### src/rtl/qpp_addr_gen.sv
// ---------------------------------------------------------------------------
// qpp_addr_gen
//
// Per-block address generator for a QPP turbo-code interleaver. For every
// index i of a block it emits the pair
//     seq_addr = i
//     int_addr = pi(i) = (f1*i + f2*i*i) mod K
// at one pair per cycle, with a valid/ready handshake toward the RAM side.
// K, f1 and f2 are captured when a block is started.
//
// pi(i) is built incrementally so that no multiplier is needed:
//     pi(i+1) = pi(i) + g(i)              (mod K)
//     g(i+1)  = g(i)  + step              (mod K)
//     g(0)    = f1 + f2,  step = 2*f2     (mod K)
// Every operand is kept below K, so each modular add reduces to one
// ADDR_W+1-bit add followed by at most one subtraction of K.
//
// Ports
//   clk         rising-edge clock
//   reset       asynchronous, active-low reset
//   start       begin a block (only honoured in IDLE)
//   abort       synchronous cancel of the block in progress
//   k_in        block size K         (captured on accepted start)
//   f1_in       QPP coefficient f1   (captured on accepted start)
//   f2_in       QPP coefficient f2   (captured on accepted start)
//   addr_ready  consumer accepts the current address pair
//   addr_valid  seq_addr / int_addr carry a valid pair
//   seq_addr    sequential index i
//   int_addr    interleaved address pi(i)
//   last        qualifies the pair with i = K-1
//   busy        a block is being set up, run or finished
//   done        one-cycle pulse after the final pair was accepted
//   cfg_err     one-cycle pulse when the captured configuration is illegal
// ---------------------------------------------------------------------------
module qpp_addr_gen #(
    parameter int ADDR_W = 13
) (
    input  logic              clk,
    input  logic              reset,
    input  logic              start,
    input  logic              abort,
    input  logic [ADDR_W-1:0] k_in,
    input  logic [ADDR_W-1:0] f1_in,
    input  logic [ADDR_W-1:0] f2_in,
    input  logic              addr_ready,
    output logic              addr_valid,
    output logic [ADDR_W-1:0] seq_addr,
    output logic [ADDR_W-1:0] int_addr,
    output logic              last,
    output logic              busy,
    output logic              done,
    output logic              cfg_err
);

    localparam logic [ADDR_W-1:0] ONE   = ADDR_W'(1);
    localparam logic [ADDR_W-1:0] K_MIN = ADDR_W'(2);

    typedef enum logic [1:0] {
        S_IDLE  = 2'd0,
        S_SETUP = 2'd1,
        S_RUN   = 2'd2,
        S_DONE  = 2'd3
    } state_t;

    state_t state;
    state_t state_nxt;

    // Captured configuration
    logic [ADDR_W-1:0] k_r;
    logic [ADDR_W-1:0] f1_r;
    logic [ADDR_W-1:0] f2_r;

    // Incremental QPP datapath
    logic [ADDR_W-1:0] i_r;
    logic [ADDR_W-1:0] pi_r;
    logic [ADDR_W-1:0] g_r;
    logic [ADDR_W-1:0] step_r;

    logic cfg_err_r;

    logic cfg_illegal;
    logic at_last;
    logic start_ok;

    // (a + b) mod k for a, b < k: one wide add, at most one subtract.
    function automatic logic [ADDR_W-1:0] mod_add(
        input logic [ADDR_W-1:0] a,
        input logic [ADDR_W-1:0] b,
        input logic [ADDR_W-1:0] k
    );
        logic [ADDR_W:0] sum;
        sum = {1'b0, a} + {1'b0, b};
        if (sum >= {1'b0, k}) begin
            sum = sum - {1'b0, k};
        end
        return sum[ADDR_W-1:0];
    endfunction

    // Configuration check runs on the captured values during SETUP.
    assign cfg_illegal = (k_r < K_MIN) || (f1_r >= k_r) || (f2_r >= k_r);
    assign at_last     = (i_r == (k_r - ONE));
    // abort seen in IDLE also suppresses a simultaneous start.
    assign start_ok    = start && !abort;

    // -----------------------------------------------------------------------
    // State register
    // -----------------------------------------------------------------------
    // NOTE: sequential state is updated with non-blocking assignments so every
    // flop samples pre-edge values, independent of process ordering.
    always_ff @(posedge clk or negedge reset) begin
        if (!reset) begin
            state <= S_IDLE;
        end else begin
            state <= state_nxt;
        end
    end

    // -----------------------------------------------------------------------
    // Next-state logic
    // -----------------------------------------------------------------------
    // NOTE: state_nxt gets a default before the case so no path leaves it
    // unassigned, which would otherwise infer a latch.
    always_comb begin
        state_nxt = state;
        unique case (state)
            S_IDLE: begin
                if (start_ok) begin
                    state_nxt = S_SETUP;
                end
            end
            S_SETUP: begin
                if (abort || cfg_illegal) begin
                    state_nxt = S_IDLE;
                end else begin
                    state_nxt = S_RUN;
                end
            end
            S_RUN: begin
                // abort wins over a transfer in the same cycle
                if (abort) begin
                    state_nxt = S_IDLE;
                end else if (addr_ready && at_last) begin
                    state_nxt = S_DONE;
                end
            end
            S_DONE: begin
                state_nxt = S_IDLE;
            end
            default: begin
                state_nxt = S_IDLE;
            end
        endcase
    end

    // -----------------------------------------------------------------------
    // Configuration capture and address datapath
    // -----------------------------------------------------------------------
    // NOTE: these are a handful of individual registers, not a memory array,
    // so all of them take the asynchronous reset and come up as zero.
    always_ff @(posedge clk or negedge reset) begin
        if (!reset) begin
            k_r       <= '0;
            f1_r      <= '0;
            f2_r      <= '0;
            i_r       <= '0;
            pi_r      <= '0;
            g_r       <= '0;
            step_r    <= '0;
            cfg_err_r <= 1'b0;
        end else begin
            cfg_err_r <= 1'b0;
            unique case (state)
                S_IDLE: begin
                    if (start_ok) begin
                        k_r  <= k_in;
                        f1_r <= f1_in;
                        f2_r <= f2_in;
                    end
                end
                S_SETUP: begin
                    if (!abort) begin
                        if (cfg_illegal) begin
                            cfg_err_r <= 1'b1;
                        end else begin
                            // f1, f2 < K is guaranteed here, so both sums
                            // need at most one correction.
                            g_r    <= mod_add(f1_r, f2_r, k_r);
                            step_r <= mod_add(f2_r, f2_r, k_r);
                            i_r    <= '0;
                            pi_r   <= '0;
                        end
                    end
                end
                S_RUN: begin
                    // On the final pair the counters stay at K-1 (no wrap).
                    if (!abort && addr_ready && !at_last) begin
                        i_r  <= i_r + ONE;
                        pi_r <= mod_add(pi_r, g_r, k_r);
                        g_r  <= mod_add(g_r, step_r, k_r);
                    end
                end
                default: begin
                end
            endcase
        end
    end

    // -----------------------------------------------------------------------
    // Outputs: decoded only from registered state, so addr_ready never has a
    // combinational path to addr_valid.
    // -----------------------------------------------------------------------
    assign addr_valid = (state == S_RUN);
    assign seq_addr   = i_r;
    assign int_addr   = pi_r;
    assign last       = (state == S_RUN) && at_last;
    // The error pulse cycle still counts as busy; busy drops one cycle later.
    assign busy       = (state != S_IDLE) || cfg_err_r;
    assign done       = (state == S_DONE);
    assign cfg_err    = cfg_err_r;

endmodule

### config.mk
export PLATFORM = sky130hd
export DESIGN_NAME = qpp_addr_gen
export DESIGN_NICKNAME = d
export VERILOG_FILES = /design/src/rtl/qpp_addr_gen.sv
export SDC_FILE = /design/constraint.sdc
export NUM_CORES = 1
export LEC_CHECK = 0
export ABC_AREA = 1
export CAP_MARGIN = 0
export CORE_UTILIZATION = 49
export CTS_BUF_LIST = sky130_fd_sc_hd__clkbuf_16
export DETAILED_ROUTE_END_ITERATION = 6
export GPL_TIMING_DRIVEN = 0
export PLACE_DENSITY = 0.69
export SLEW_MARGIN = 5
export SYNTH_ARGS = -nofsm -noshare
export SYNTH_HDL_FRONTEND = slang
export SYNTH_SLANG_ARGS = --single-unit
export TNS_END_PERCENT = 100
### constraint.sdc
create_clock -name clk -period 4 [get_ports clk]
set_input_delay 0.4 -clock clk [delete_from_list [all_inputs] [get_ports clk]]
set_output_delay 0.4 -clock clk [all_outputs]
set_load 0.01 [all_outputs]
==> flow_metrics.env, run 1 <==
export IMPL_post_synth_instance_area_mm2=0.0103
export IMPL_routed_via_density=5.54
export IMPL_cts_sink_count=94
export IMPL_post_synth_and_or_nand_nor_area_fraction_pct=33.3
export IMPL_fill_cells=2033
export IMPL_grt_remaining_overflow=0
export IMPL_chipWidth_um=147
export IMPL_min_delay_path_class="input port to async pin"
export IMPL_design_die_area_mm2=0.0216
export IMPL_synthArstFlopShare_pct=100
export IMPL_mapped_nets=1725
export IMPL_clockRootBuffer="sky130_fd_sc_hd__clkbuf_16"
export IMPL_synth_flop_cell="sky130_fd_sc_hd__dfrtp_1"
export IMPL_worst_setup_path_type="flop to primary output"
export IMPL_clk_latency_ps=360
export IMPL_final_hold_viol_count=2
export IMPL_detailedPlace_worstSlack_ps=-111
export IMPL_ys_ff_latch=94
export IMPL_cap_violations=0
export IMPL_grt_pass1_wl_um=52300
export IMPL_critical_path_peak_fanout=10
export IMPL_layout_setup_ws_ps=179
export IMPL_post_synth_edffs=0
export IMPL_max_clock_path_buffers=2
export IMPL_initial_cell_density_of_the_core_pct=50.5
export IMPL_cp_data_arrival_time_ps=3420
export IMPL_multi_input_area_mm2=0.00713
export IMPL_synth_seq_area_share_pct=22.8
export IMPL_holdWs_ps=-3.83
export IMPL_relSlewSlack_pct=41.9
export IMPL_drive_gt1_share_pct=5.52
export IMPL_route_final_wire_length_um=32500
export IMPL_synthCells=1555
export IMPL_place_port_buffers=74
export IMPL_postCtsHoldBufs=0
export IMPL_cts_inserted_buffers=9
export IMPL_critical_path_endpoint_type="primary output"
export IMPL_grt_usage_pct=31.0
export IMPL_num_antenna_cells=0
export IMPL_rsz0062_at_grt="no"
export IMPL_grt_start_max_net_pins=64
export IMPL_final_net_count=1814
export IMPL_flow_area_growth_from_synthesis_pct=14.8
export IMPL_timing_worst_slew_pin_value_ps=870
export IMPL_finalWeightedCongestion=0.995
export IMPL_cts_htree_levels=3
export IMPL_num_rows=52
export IMPL_synth_area_mux_share_pct=1.42
export IMPL_cts_tree="done"
export IMPL_finalSetupViolCount=0
export IMPL_final_period_demand_of_the_worst_path_ps=3820
export IMPL_synthesized_area_fraction_occupied_by_adder_cells_pct=15.8
export IMPL_route_detailed_drc=0
export IMPL_grt_pass1_vias=10000
export IMPL_timing_critical_path_required_ps=3600
export IMPL_final_core_occ_pct=58.0
export IMPL_clock_skew_final_ps=18.4
export IMPL_post_synth_cell_area_avg_um2=6.64
export IMPL_drt_pass1_iter_count=6
export IMPL_wl_per_cell_um=16.9
export IMPL_period_share_pct=95.5
export IMPL_dp_hpwl_um=26100
export IMPL_synthXorXnorAreaFrac_pct=7.30
export IMPL_count_of_yosys_warnings_during_synthesis=0
export IMPL_startpoint_type="flop"
export IMPL_reg2reg_depth=20
export IMPL_seqCellArea_mm2=0.00235
export IMPL_synth_lib_cells_used_distinct=41
export IMPL_area_fraction_in_compound_gates_after_synthesis_pct=10.6
export IMPL_drt_antenna_violating_nets=0
export IMPL_cts_clk_slew_worst_paths_ps=70
export IMPL_main_combinational_cell_family_by_area_after_synthesis="simple AND/OR/NAND/NOR gates"
export IMPL_run_status="finished, violations left"
export IMPL_max_clock_freq_ghz=0.262
export IMPL_detailedRoute_firstIterationViolations=802
export IMPL_num_vias=10600
export IMPL_die_y_um=147
export IMPL_failed_checks="hold timing"
export IMPL_placeableCoreArea_mm2=0.0204
export IMPL_io_pins=75
export IMPL_setup_total_negative_slack_ps=0
export IMPL_drv_slew=0
export IMPL_grt_antenna_before_repair=0
-- registers in the layout (all words and copies together), names as in the netlist --
| register | count |
|---|---|
| state | 2 |
| k_r | 13 |
| cfg_err | 1 |
| g_r | 13 |
| seq_addr | 13 |
| int_addr | 13 |
| f1_r | 13 |
| step_r | 13 |
| f2_r | 13 |
-- final timing paths --
kind | startpoint | endpoint | slack [ps]
setup / recovery | k_r[1]$_DFFE_PN0P_ | last | 180
hold / removal | reset | int_addr[8]$_DFFE_PN0P_ | -4
setup reg to reg | f2_r[5]$_DFFE_PN0P_ | g_r[12]$_DFFE_PN0P_ | 250
hold reg to reg | step_r[2]$_DFFE_PN0P_ | step_r[2]$_DFFE_PN0P_ | 510
max in group asynchronous | reset | g_r[0]$_DFFE_PN0P_ | 3300
min in group clk | step_r[2]$_DFFE_PN0P_ | step_r[2]$_DFFE_PN0P_ | 510
-- what timing repair did --
action                                 4_1_cts  5_1_grt
setup endpoints to repair                   13       27
pin swaps                                    0        3
buffers inserted                             0        3
resized for setup                            1       24
endpoints found under the hold margin        0        0
-- cells in the mapped netlist, types with 2 or more instances --
cell type / instances / area, µm²
sky130_fd_sc_hd__o21ai_1: 14 / 70.1
sky130_fd_sc_hd__buf_4: 6 / 45.0
sky130_fd_sc_hd__a31oi_1: 2 / 12.5
sky130_fd_sc_hd__buf_6: 2 / 22.5
sky130_fd_sc_hd__a21oi_1: 103 / 515
sky130_fd_sc_hd__a21boi_0: 4 / 30.0
sky130_fd_sc_hd__mux2_2: 13 / 146
sky130_fd_sc_hd__nand2_4: 3 / 33.8
sky130_fd_sc_hd__inv_2: 9 / 33.8
sky130_fd_sc_hd__xnor2_1: 27 / 236
sky130_fd_sc_hd__a21o_1: 6 / 45.0
sky130_fd_sc_hd__buf_1: 2 / 7.51
sky130_fd_sc_hd__nand3_1: 174 / 871
sky130_fd_sc_hd__nor2_2: 2 / 12.5
sky130_fd_sc_hd__xor2_1: 59 / 517
sky130_fd_sc_hd__o21ai_0: 55 / 275
sky130_fd_sc_hd__inv_1: 184 / 691
sky130_fd_sc_hd__clkbuf_1: 15 / 56.3
sky130_fd_sc_hd__nand2_2: 3 / 18.8
sky130_fd_sc_hd__buf_2: 10 / 50.1
sky130_fd_sc_hd__or2_2: 3 / 18.8
sky130_fd_sc_hd__o21bai_1: 9 / 67.6
sky130_fd_sc_hd__o211ai_1: 6 / 45.0
sky130_fd_sc_hd__ha_1: 119 / 1490
sky130_fd_sc_hd__nor4_1: 2 / 12.5
sky130_fd_sc_hd__fa_1: 7 / 140
sky130_fd_sc_hd__nand2_1: 411 / 1540
sky130_fd_sc_hd__nor2_1: 146 / 548
sky130_fd_sc_hd__nand3b_1: 7 / 52.6
sky130_fd_sc_hd__nand4_1: 34 / 213
sky130_fd_sc_hd__nor3_1: 15 / 75.1
sky130_fd_sc_hd__dfrtp_1: 94 / 2350
-- critical path: stages (launching register included) --
cell and delay, ps:
sky130_fd_sc_hd__dfrtp_1 630, sky130_fd_sc_hd__clkinvlp_4 480, sky130_fd_sc_hd__ha_1 390, sky130_fd_sc_hd__inv_1 70
sky130_fd_sc_hd__nand2_1 50, sky130_fd_sc_hd__nand2_1 80, sky130_fd_sc_hd__nor2_1 50, sky130_fd_sc_hd__nor2_1 110
sky130_fd_sc_hd__nand3_1 80, sky130_fd_sc_hd__nor2_1 90, sky130_fd_sc_hd__nand3b_1 90, sky130_fd_sc_hd__nor2_2 130
sky130_fd_sc_hd__nand2_4 130, sky130_fd_sc_hd__nor2_1 120, sky130_fd_sc_hd__clkdlybuf4s50_1 540
-- metrics by stage --
| step | instance area [µm²] | instances | hold WS, ps |
|---|---|---|---|
| floorplan | 10300 | 1555 | 104 |
| global placement | 11400 | 1899 | 473 |
| detailed placement | 11400 | 1900 | 399 |
| CTS | 11700 | 1916 | 15.8 |
| global route | 11800 | 1919 | 32.1 |
| finish | 11800 | 1919 | -3.83 |
-- cell type report --
class	instances	share of cell area [%]
multi-input cells	1232	60.2
clock buffers	9	1.90
clock inverters	7	0.729
flip-flops and latches	94	19.9
plain buffers	35	1.62
well taps	270	2.85
repair buffers	78	6.65
inverters	194	6.18
-- routing by layer --
layer,wire length (µm),part of all wire [%],vias up,track usage [%]
met5,0,0,-,0
met4,1110,3.4,0,11.8
met3,2040,6.3,63,3.51
met2,14700,45,363,50.1
met1,14700,45,4891,42.5
li1,-,-,5308,-
-- logic make-up (layout without fill, tap and decap cells) --
logic type      after synthesis  count (layout)
simple gates                804             804
buf+inv                     229             323
compound gates              203             203
fa+ha+maj                   126             126
flops                        94              94
xor+xnor                     86              86
mux                          13              13
-- layout by cell type (no fill, tap or decap), types with 4 or more instances in the layout --
cell / instances
sky130_fd_sc_hd__mux2_2: 13
sky130_fd_sc_hd__o21ai_1: 15
sky130_fd_sc_hd__a21oi_1: 103
sky130_fd_sc_hd__xnor2_1: 27
sky130_fd_sc_hd__nand2_2: 6
sky130_fd_sc_hd__nand2_1: 408
sky130_fd_sc_hd__buf_4: 10
sky130_fd_sc_hd__xor2_1: 59
sky130_fd_sc_hd__dfrtp_1: 93
sky130_fd_sc_hd__nor2_1: 145
sky130_fd_sc_hd__clkbuf_1: 14
sky130_fd_sc_hd__a21boi_0: 4
sky130_fd_sc_hd__ha_1: 115
sky130_fd_sc_hd__o21bai_1: 9
sky130_fd_sc_hd__fa_1: 7
sky130_fd_sc_hd__nand3_2: 4
sky130_fd_sc_hd__o211ai_1: 6
sky130_fd_sc_hd__a21o_1: 6
sky130_fd_sc_hd__inv_1: 183
sky130_fd_sc_hd__clkbuf_16: 9
sky130_fd_sc_hd__nand4_1: 34
sky130_fd_sc_hd__inv_2: 9
sky130_fd_sc_hd__nand3_1: 170
sky130_fd_sc_hd__nor3_1: 15
sky130_fd_sc_hd__clkdlybuf4s50_1: 73
sky130_fd_sc_hd__buf_2: 8
sky130_fd_sc_hd__nand3b_1: 7
sky130_fd_sc_hd__o21ai_0: 53
Power of run 1 is not shown: default switching activity piles up to over one toggle a cycle in this logic, so the estimate is an artifact.
==> run 2, diff against run 1 <==
--- a/config.mk
+++ b/config.mk
@@ -5,8 +5,6 @@
 export SDC_FILE = /design/constraint.sdc
 export NUM_CORES = 1
 export LEC_CHECK = 0
-export ABC_AREA = 1
-export CAP_MARGIN = 0
 export CORE_UTILIZATION = 49
 export CTS_BUF_LIST = sky130_fd_sc_hd__clkbuf_16
 export DETAILED_ROUTE_END_ITERATION = 6
==> flow_metrics.env, run 2 <==
export IMPL_run_status="finished, violations left"
export IMPL_failed_checks="setup timing"
export IMPL_finalSetupViolCount=10
export IMPL_num_vias=8867
export IMPL_clockRootBuffer="sky130_fd_sc_hd__clkbuf_16"
export IMPL_post_synth_top_area_share_pct=24.9
export IMPL_timing_critical_path_required_ps=4250
export IMPL_max_clock_path_buffers=2
export IMPL_dp_hpwl_um=21600
export IMPL_final_net_count=1376
export IMPL_final_period_demand_of_the_worst_path_ps=4230
export IMPL_cts_sink_count=94
export IMPL_synth_top_cell_by_area="sky130_fd_sc_hd__dfrtp_1"
export IMPL_grt_pass1_vias=8483
export IMPL_startpoint_type="flop"
export IMPL_cap_violations=0
export IMPL_initial_cell_density_of_the_core_pct=50.2
export IMPL_drive_gt1_share_pct=18.7
export IMPL_cts_inserted_buffers=9
export IMPL_period_share_pct=106
export IMPL_routed_via_density=6.03
export IMPL_num_rows=50
export IMPL_final_hold_viol_count=0
export IMPL_fill_cells=1645
export IMPL_grt_remaining_overflow=0
export IMPL_most_frequent_cells_in_the_layout="sky130_fd_sc_hd__ha_1 (109), sky130_fd_sc_hd__dfrtp_1 (87), sky130_fd_sc_hd__a21oi_1 (81)"
export IMPL_timing_worst_slew_pin_value_ps=782
export IMPL_wl_per_cell_um=20.0
export IMPL_design_die_area_mm2=0.0199
export IMPL_cts_tree="done"
export IMPL_num_antenna_cells=0
export IMPL_cts_clk_slew_worst_paths_ps=70
export IMPL_mapped_nets=1238
export IMPL_route_final_wire_length_um=29500
export IMPL_grt_start_max_net_pins=62
export IMPL_placeableCoreArea_mm2=0.0188
export IMPL_grt_usage_pct=29.8
export IMPL_clk_latency_ps=360
export IMPL_synthCells=1068
export IMPL_cts_htree_levels=3
export IMPL_synthArstFlopShare_pct=100
export IMPL_post_synth_cell_area_avg_um2=8.85
export IMPL_drt_antenna_violating_nets=0
export IMPL_setup_total_negative_slack_ps=-1620
export IMPL_reg2reg_depth=19
export IMPL_flow_area_growth_from_synthesis_pct=25.2
export IMPL_route_detailed_drc=0
export IMPL_layout_cells_most_common="sky130_fd_sc_hd__ha_1"
export IMPL_ys_ff_latch=94
export IMPL_count_of_yosys_warnings_during_synthesis=0
export IMPL_layout_setup_ws_ps=-225
export IMPL_clock_skew_final_ps=11.4
export IMPL_max_clock_freq_ghz=0.237
export IMPL_detailedRoute_firstIterationViolations=388
export IMPL_grt_pass1_wl_um=45200
export IMPL_postCtsHoldBufs=0
export IMPL_synth_lib_cells_used_distinct=76
export IMPL_timing_rr_start="f1_r[0]$_DFFE_PN0P_"
export IMPL_drt_pass1_iter_count=5
export IMPL_chipWidth_um=141
export IMPL_cp_data_arrival_time_ps=4470
export IMPL_place_port_buffers=74
export IMPL_synth_flop_cell="sky130_fd_sc_hd__dfrtp_1"
export IMPL_regToRegEndpoint="g_r[6]$_DFFE_PN0P_"
export IMPL_critical_path_endpoint_type="flop"
export IMPL_critical_path_peak_fanout=7
export IMPL_top_cells_by_count_synth="sky130_fd_sc_hd__ha_1 (119), sky130_fd_sc_hd__dfrtp_1 (94), sky130_fd_sc_hd__a21oi_1 (92)"
export IMPL_worst_setup_path_type="flop to flop"
export IMPL_relSlewSlack_pct=47.1
export IMPL_detailedPlace_worstSlack_ps=-988
export IMPL_finalWeightedCongestion=0.932
export IMPL_post_synth_instance_area_mm2=0.00946
export IMPL_grt_antenna_before_repair=0
export IMPL_post_synth_main_area_contributors="sky130_fd_sc_hd__dfrtp_1 (25%), sky130_fd_sc_hd__ha_1 (16%), sky130_fd_sc_hd__xnor2_1 (5.8%), sky130_fd_sc_hd__a21oi_1 (4.9%), sky130_fd_sc_hd__mux2i_1 (4.3%)"
export IMPL_die_y_um=141
export IMPL_drv_slew=0
export IMPL_rsz0062_at_grt="yes"
export IMPL_final_core_occ_pct=62.9
export IMPL_post_synth_edffs=0
export IMPL_setup_reg_to_reg_worst_slack_ps=-230
export IMPL_synth_seq_area_share_pct=24.9
export IMPL_min_delay_path_class="input port to async pin"
export IMPL_yosys_cell_count_top_type="sky130_fd_sc_hd__ha_1"
export IMPL_io_pins=75
[run 2: cell types whose count changed after synthesis, sizes merged, moves of 12 or more]
cell,previous run,this run
nand2,417,61
nand3,175,23
inv,193,52
nor2,148,65
mux2i,0,41
xor2,59,20
xnor2,27,63
mux2,13,37
nor2b,0,21
nor3,15,36
nand4,34,14
o21a,0,18
a211oi,1,15
o31ai,0,12
[run 2: critical path: stages, from the launching register on]
cell                        delay [ps]
sky130_fd_sc_hd__dfrtp_1           410
sky130_fd_sc_hd__ha_2              210
sky130_fd_sc_hd__inv_2              50
sky130_fd_sc_hd__fa_2              210
sky130_fd_sc_hd__nor2b_2            50
sky130_fd_sc_hd__o31a_1            310
sky130_fd_sc_hd__o21ai_2           170
sky130_fd_sc_hd__a21oi_2            90
sky130_fd_sc_hd__a2111oi_0         370
sky130_fd_sc_hd__nand3b_1          300
sky130_fd_sc_hd__ha_4              260
sky130_fd_sc_hd__nand4_1            90
sky130_fd_sc_hd__nor4_2             60
sky130_fd_sc_hd__nor4_2            250
sky130_fd_sc_hd__o311ai_2          190
sky130_fd_sc_hd__or2_4             310
sky130_fd_sc_hd__buf_12            150
sky130_fd_sc_hd__mux2i_4           220
sky130_fd_sc_hd__mux2i_1           130
sky130_fd_sc_hd__mux2_4            280
[run 2: cells by family after synthesis]
group | count (synthesis) | share of synthesized area, %
AO/OA/AOI/OAI | 312 | 21.5
XOR/XNOR | 83 | 7.69
adder cells (fa/ha/maj) | 126 | 17.2
buffers and inverters | 79 | 3.40
flip-flops | 94 | 24.9
multiplexers | 78 | 8.91
AND/OR/NAND/NOR | 296 | 16.4
[run 2: how the worst max path moves through the flow]
stage | startpoint | to | slack, ps | cells after the start
floorplan | int_addr[0]$_DFFE_PN0P_ | int_addr[10]$_DFFE_PN0P_ | 110 | 19
global placement | reset | f2_r[3]$_DFFE_PN0P_ | -1200 | 1
detailed placement | g_r[0]$_DFFE_PN0P_ | g_r[4]$_DFFE_PN0P_ | -990 | 17
CTS | f1_r[0]$_DFFE_PN0P_ | g_r[7]$_DFFE_PN0P_ | -170 | 19
global route | f1_r[0]$_DFFE_PN0P_ | g_r[6]$_DFFE_PN0P_ | -390 | 19
finish | f1_r[0]$_DFFE_PN0P_ | g_r[6]$_DFFE_PN0P_ | -230 | 19
[run 2: cell type report]
type	count	area (µm²)	share of cell area [%]
multi-input combinational	895	7330	61.9
sequential	94	2360	20.0
clock buffer	9	225	1.90
timing repair buffer	128	1190	10.0
inverter	52	206	1.74
clock inverter	7	33.8	0.285
buffer	26	164	1.38
tap	260	325	2.75
[run 2: stage by stage]
step	cell area (µm²)	hold WS (ps)	std cells
2_1_floorplan	9460	104	1068
3_3_place_gp	10500	495	1402
3_5_place_dp	10500	403	1403
4_1_cts	11400	24.8	1449
5_1_grt	11800	37.4	1471
6_report	11800	3.17	1471
[run 2: timing repair]
item	in CTS	in global routing
setup buffers	31	21
resized for setup	83	54
setup endpoints to repair	50	37
pin swaps	34	48
gates cloned	0	1
[run 2: layer usage]
| layer | vias to the layer above | GRT usage, % | wire length, µm |
|---|---|---|---|
| met3 | 86 | 4.38 | 1320 |
| met4 | 0 | 13.2 | 1400 |
| met1 | 4249 | 37.4 | 12800 |
| met2 | 272 | 50.9 | 13900 |
| li1 | 4260 | - | - |
| met5 | - | 0 | 0 |
Power of run 2 is left out for the same reason.
